[config.mk]
export PLATFORM = sky130hd
export DESIGN_NAME = mips_avalon_arbiter
export DESIGN_NICKNAME = d
export VERILOG_FILES = /design/src/rtl/mips_avalon_arbiter.sv
export SDC_FILE = /design/constraint.sdc
export NUM_CORES = 1
export LEC_CHECK = 0
export CAP_MARGIN = 15
export CORE_AREA = 2 2 121 123
export DETAILED_ROUTE_END_ITERATION = 6
export DIE_AREA = 0 0 123 125
export PLACE_DENSITY_LB_ADDON = 0.15
export SLEW_MARGIN = 15
export SYNTH_ARGS = -nofsm -noshare
export SYNTH_HDL_FRONTEND = slang
export SYNTH_SLANG_ARGS = --single-unit
export TNS_END_PERCENT = 100
[constraint.sdc]
create_clock -name clk -period 3.4 [get_ports clk]
set_clock_uncertainty 0.1 [all_clocks]
set_input_delay 0.34 -clock clk [delete_from_list [all_inputs] [get_ports clk]]
set_output_delay 0.34 -clock clk [all_outputs]
set_load 0.01 [all_outputs]
[src/rtl/mips_avalon_arbiter.sv]
// Two-master / one-slave Avalon-MM arbiter for the MIPS core: m0 is the
// instruction-fetch port, m1 the data port, s the shared memory slave.
// Ports: clk, rst (async, active-high); m0_*/m1_* master-side Avalon
// (address, read, write, writedata, byteenable in; waitrequest, readdata
// out); s_* slave-side Avalon; timeout pulses for one cycle on an abort.
// Round-robin grant, held for the whole transfer; a watchdog aborts a
// transfer after TIMEOUT_CYCLES stalled cycles (0 disables it).
module mips_avalon_arbiter #(
    parameter int TIMEOUT_CYCLES = 64,
    parameter int CTR_WIDTH      = 16
) (
    input  logic        clk,
    input  logic        rst,
    input  logic [31:0] m0_address,
    input  logic        m0_read,
    input  logic        m0_write,
    input  logic [31:0] m0_writedata,
    input  logic [3:0]  m0_byteenable,
    output logic        m0_waitrequest,
    output logic [31:0] m0_readdata,
    input  logic [31:0] m1_address,
    input  logic        m1_read,
    input  logic        m1_write,
    input  logic [31:0] m1_writedata,
    input  logic [3:0]  m1_byteenable,
    output logic        m1_waitrequest,
    output logic [31:0] m1_readdata,
    output logic [31:0] s_address,
    output logic        s_read,
    output logic        s_write,
    output logic [31:0] s_writedata,
    output logic [3:0]  s_byteenable,
    input  logic        s_waitrequest,
    input  logic [31:0] s_readdata,
    output logic        timeout
);

    typedef enum logic [1:0] {
        IDLE,
        GRANT0,
        GRANT1,
        ABORT
    } state_t;

    // Counter value seen on the last allowed stall cycle.
    localparam logic [CTR_WIDTH-1:0] WD_LAST =
        CTR_WIDTH'((TIMEOUT_CYCLES == 0) ? 0 : TIMEOUT_CYCLES - 1);

    state_t               state_q, state_d;
    logic                 last_grant_q, last_grant_d;
    logic [CTR_WIDTH-1:0] wd_ctr_q, wd_ctr_d;

    logic req0;
    logic req1;
    logic req_g;

    assign req0  = m0_read | m0_write;
    assign req1  = m1_read | m1_write;
    assign req_g = (state_q == GRANT1) ? req1 : req0;

    always_ff @(posedge clk or posedge rst) begin
        if (rst) begin
            state_q      <= IDLE;
            last_grant_q <= 1'b1;
            wd_ctr_q     <= '0;
        end else begin
            state_q      <= state_d;
            last_grant_q <= last_grant_d;
            wd_ctr_q     <= wd_ctr_d;
        end
    end

    always_comb begin
        state_d      = state_q;
        last_grant_d = last_grant_q;
        wd_ctr_d     = wd_ctr_q;
        unique case (state_q)
            IDLE: begin
                // On a tie the master that did not win last time goes next.
                if (req0 && (!req1 || last_grant_q)) begin
                    state_d      = GRANT0;
                    last_grant_d = 1'b0;
                    wd_ctr_d     = '0;
                end else if (req1) begin
                    state_d      = GRANT1;
                    last_grant_d = 1'b1;
                    wd_ctr_d     = '0;
                end
            end
            GRANT0, GRANT1: begin
                if (!req_g || !s_waitrequest) begin
                    state_d = IDLE;
                end else if (TIMEOUT_CYCLES != 0 && wd_ctr_q == WD_LAST) begin
                    state_d = ABORT;
                end else begin
                    wd_ctr_d = wd_ctr_q + 1'b1;
                end
            end
            ABORT: begin
                state_d = IDLE;
            end
            default: begin
                state_d = IDLE;
            end
        endcase
    end

    always_comb begin
        s_address      = '0;
        s_read         = 1'b0;
        s_write        = 1'b0;
        s_writedata    = '0;
        s_byteenable   = '0;
        timeout        = 1'b0;
        m0_waitrequest = req0;
        m1_waitrequest = req1;
        m0_readdata    = '0;
        m1_readdata    = '0;
        unique case (state_q)
            GRANT0: begin
                // Write wins if a master illegally raises both strobes.
                s_address      = m0_address;
                s_write        = m0_write;
                s_read         = m0_read & ~m0_write;
                s_writedata    = m0_writedata;
                s_byteenable   = m0_byteenable;
                m0_waitrequest = s_waitrequest;
                m0_readdata    = s_readdata;
            end
            GRANT1: begin
                s_address      = m1_address;
                s_write        = m1_write;
                s_read         = m1_read & ~m1_write;
                s_writedata    = m1_writedata;
                s_byteenable   = m1_byteenable;
                m1_waitrequest = s_waitrequest;
                m1_readdata    = s_readdata;
            end
            ABORT: begin
                // Release the stalled master with zero data.
                timeout = 1'b1;
                if (last_grant_q) begin
                    m1_waitrequest = 1'b0;
                end else begin
                    m0_waitrequest = 1'b0;
                end
            end
            default: begin
            end
        endcase
    end

endmodule

==> metrics.md <==
| Metric | Value |
|---|---|
| CTS sink count | `19` |
| Most frequent cells in the layout | `clkdlybuf4s50_1, nor2_1, and2_1, a22oi_1, nand2_1` |
| Hold-fix buffers at CTS | `0` |
| Synth top area cells | `a22oi_1, dfrtp_1, and2_1` |
| Slowest stage cell, crit path | `inv_2` |
| Router iterations before antenna repair | `5` |
| Crit end category | `output port` |
| Root Driver | `clkbuf_16` |
| Final period demand of the worst path | `~3.2 ns` |
| Layout cell share with drive strength beyond 1 | `3.65%` |
| Slew Limit Headroom | `38.2%` |
| Hold depth | `1` |
| Post-route ant nets | `0` |
| Reg2Reg Depth | `6` |
| Ys flop type | `dfrtp_1` |
| Crit path kind | `register to output port` |
| Wire per inst | `19.3 um` |
| End of the critical path | `s_address[30]` |
| Final slew viol count | `0` |
| Sequential share of the synthesized area | `17.5%` |
| Worst EP required | `2.96 ns` |
| Period utilisation layout | `between 90% and 100%` |
| Leakage power | `2.21 nW` |
| Post-CTS setup buffer count | `0` |
| Grt ovf | `0` |
| Deepest clock path buffer count | `2` |
| Row count | `44` |
| Worst-Margin Slew | `between 0.9 and 1 ns` |
| CTS tree | `built` |
| Initial antenna violation count | `0` |
| Max incr delay on CP | `0.68 ns` |
| Number of enable flip-flop cells after synthesis | `0` |
| Gpl congestion | `0.899` |
| Synth Area per Inst | `6.82 sq um` |
| Crit. Startpoint | `state_q[0]` |
| #FFs+latches synth | `19` |
| Final WL | `16800 um` |
| FFs w/ async S/R, synth | `between 90% and 100%` |
| Vias per cell | `4.90` |
| Maximum vdd drop | `~0.32 mV` |
| Crit-path cells | `inv_1 -> ha_1 -> inv_2 -> buf_4 -> nor2_1 -> clkdlybuf4s50_1` |
| Flop pwr share | `7.7%` |
| RSZ-0062 raised after global routing | `no` |
| Clock share of power | `6.6%` |
| Most common cell after layout, fill and taps aside | `clkdlybuf4s50_1` |
| Tightest Hold Check Type | `register to register` |
| Port Buffer Count | `around 310` |
| Max cap viols | `0` |
| R2R Path Start | `state_q[0]` |
| Final instance area | `0.00610 sq mm` |
| Post-synth top area share | `19.0%` |
| Pwr/cell area | `631 mW/mm^2` |
| Number of global-route vias before repair | `4177` |
| Detailed-route via count | `4260` |
| Total track usage | `a little over a fifth` |
| Syn_nets | `~580` |
| Crit-path max FO | `50` |
| Insertion delay to the later sink of the worst-skew pair | `approximately 0.26 ns` |
| Placement Cell Area | `~0.006 sq mm` |
| Post-synthesis instance total | `399` |
| Worst Path Arrival | `2.73 ns` |
| CTS H-tree lvls | `1` |
| Switching power | `1.85 mW` |
| Internal power | `roughly 2 mW` |
| Largest net degree at the start of global routing | `55` |
| Initial Util | `19.2%` |
| Min Hold Slack | `approximately 0.43 ns` |
| # nets final | `between 800 and 900` |
| Peak Freq | `roughly 320 MHz` |
| Status | `finished, final reports clean` |
| Cell area after synthesis | `approximately 0.0027 sq mm` |
| Global-route wire length before repair | `24800 um` |
| Post-synthesis cell type count | `49` |
| Power share of the combinational group | `85.7%` |
| I/O Pins | `312` |
| Hold Fails Final Rpt | `0` |
| Reg clk slew, reported paths | `around 0.06 ns` |
| R2R setup slack | `0.57 ns` |
| Startpoint Class | `register` |
| Post-DP HPWL | `13600 um` |
| P&R area growth vs syn | `124%` |
| FF-to-FF End | `wd_ctr_q[14]` |
| Post-route DRC violation count | `0` |
| DIE HEIGHT | `roughly 130 um` |
| DR iter-0 viols | `299` |
| Final setup TNS | `0 ns` |
| Yosys warnings | `0` |
| Sw frac | `48.0%` |
| Largest area contributor in the netlist | `a22oi_1` |
| Num CTS Buffers | `3` |
| ANT cells | `0` |
| Die ar. | `0.0154 sq mm` |
| Core area | `around 0.014 sq mm` |
| Die Wd | `123 um` |
| Cells resized by post-CTS repair | `0` |
| Final setup vio count | `0` |
-- through the flow --
stage / std cells / worst slack [ns] / total power [mW] / utilization, %
final: 869 / 0.229 / 3.85 / 43.0
after floorplan: 399 / 1.38 / 1.90 / -
after global routing: 869 / 0.0876 / 4.11 / 43.0
after CTS: 869 / 0.268 / 3.87 / 43.0
after global placement: 865 / 0.598 / 3.59 / 42.4
after detailed placement: 865 / 0.554 / 3.60 / 42.4
-- power groups by stage --
stage          Combinational (mW)  Sequential [mW]  Clock [mW]
2_1_floorplan                1.62            0.288           0
3_3_place_gp                 3.29            0.297           0
3_5_place_dp                 3.30            0.301           0
4_1_cts                      3.32            0.297       0.256
5_1_grt                      3.54            0.301       0.267
6_report                     3.30            0.297       0.254
-- logic make-up after synthesis --
kind of cell             share of synthesized area (%)
AND/OR/NAND/NOR                                   40.1
AO/OA/AOI/OAI                                     32.1
buffers and inverters                             7.18
flip-flops                                        17.5
adder cells (fa/ha/maj)                           2.30
multiplexers                                     0.782
-- synthesized netlist by cell type, drive strengths merged, types with 4 or more instances --
cell and number:
a21oi 6, a22oi 69, a31oi 6, and2 70, buf 13, clkbuf 25
dfrtp 18, ha 5, inv 10, nand2 20, nand3 8, nand4 6
nor2 75, nor3 4, nor4 6, o21ai 4, o311ai 10, or3 5
-- final cells by class --
| cell class | instances | area, sq um |
|---|---|---|
| Tap cell | 184 | 230 |
| Fill cell | 1458 | 8100 |
| Sequential cell | 19 | 477 |
| Inverter | 10 | 37.5 |
| Clock inverter | 1 | 5.00 |
| Timing Repair Buffer | 320 | 3210 |
| Multi-Input combinational cell | 332 | 2070 |
| Clock buffer | 3 | 75.1 |
-- per-layer routing --
metal  track usage (%)  vias to the layer above  wire, um  share of wire [%]
met2              37.5                      176      8650                 52
met5                 0                        -         0                  0
met1              25.0                     2038      6590                 39
li1                  -                     2032         -                  -
met4              3.34                        0       242                1.4
met3              6.11                       14      1300                7.7
-- sequential cells by signal, indices dropped and copies added, names as in the netlist --
| name | count |
|---|---|
| wd_ctr_q | 16 |
| state_q | 2 |
| last_grant_q | 1 |
-- worst max-delay path, delay by kind of cell, from the launching register on --
kind                       cells  cell delay, ns
adders and majority gates      1            0.34
buffers and inverters          4            1.61
DFF                            1            0.44
and+or+nand+nor                1            0.07
-- how the worst min path moves through the flow --
stage	slack (ns)	from	to
4_1_cts	0.42	wd_ctr_q[0]	wd_ctr_q[0]
3_5_place_dp	0.41	wd_ctr_q[0]	wd_ctr_q[0]
5_1_grt	0.44	wd_ctr_q[0]	wd_ctr_q[0]
2_1_floorplan	0.19	rst	state_q[0]
3_3_place_gp	0.41	wd_ctr_q[0]	wd_ctr_q[0]
6_report	0.43	wd_ctr_q[0]	wd_ctr_q[0]
Note: power is estimated with default switching activity, not from simulation.
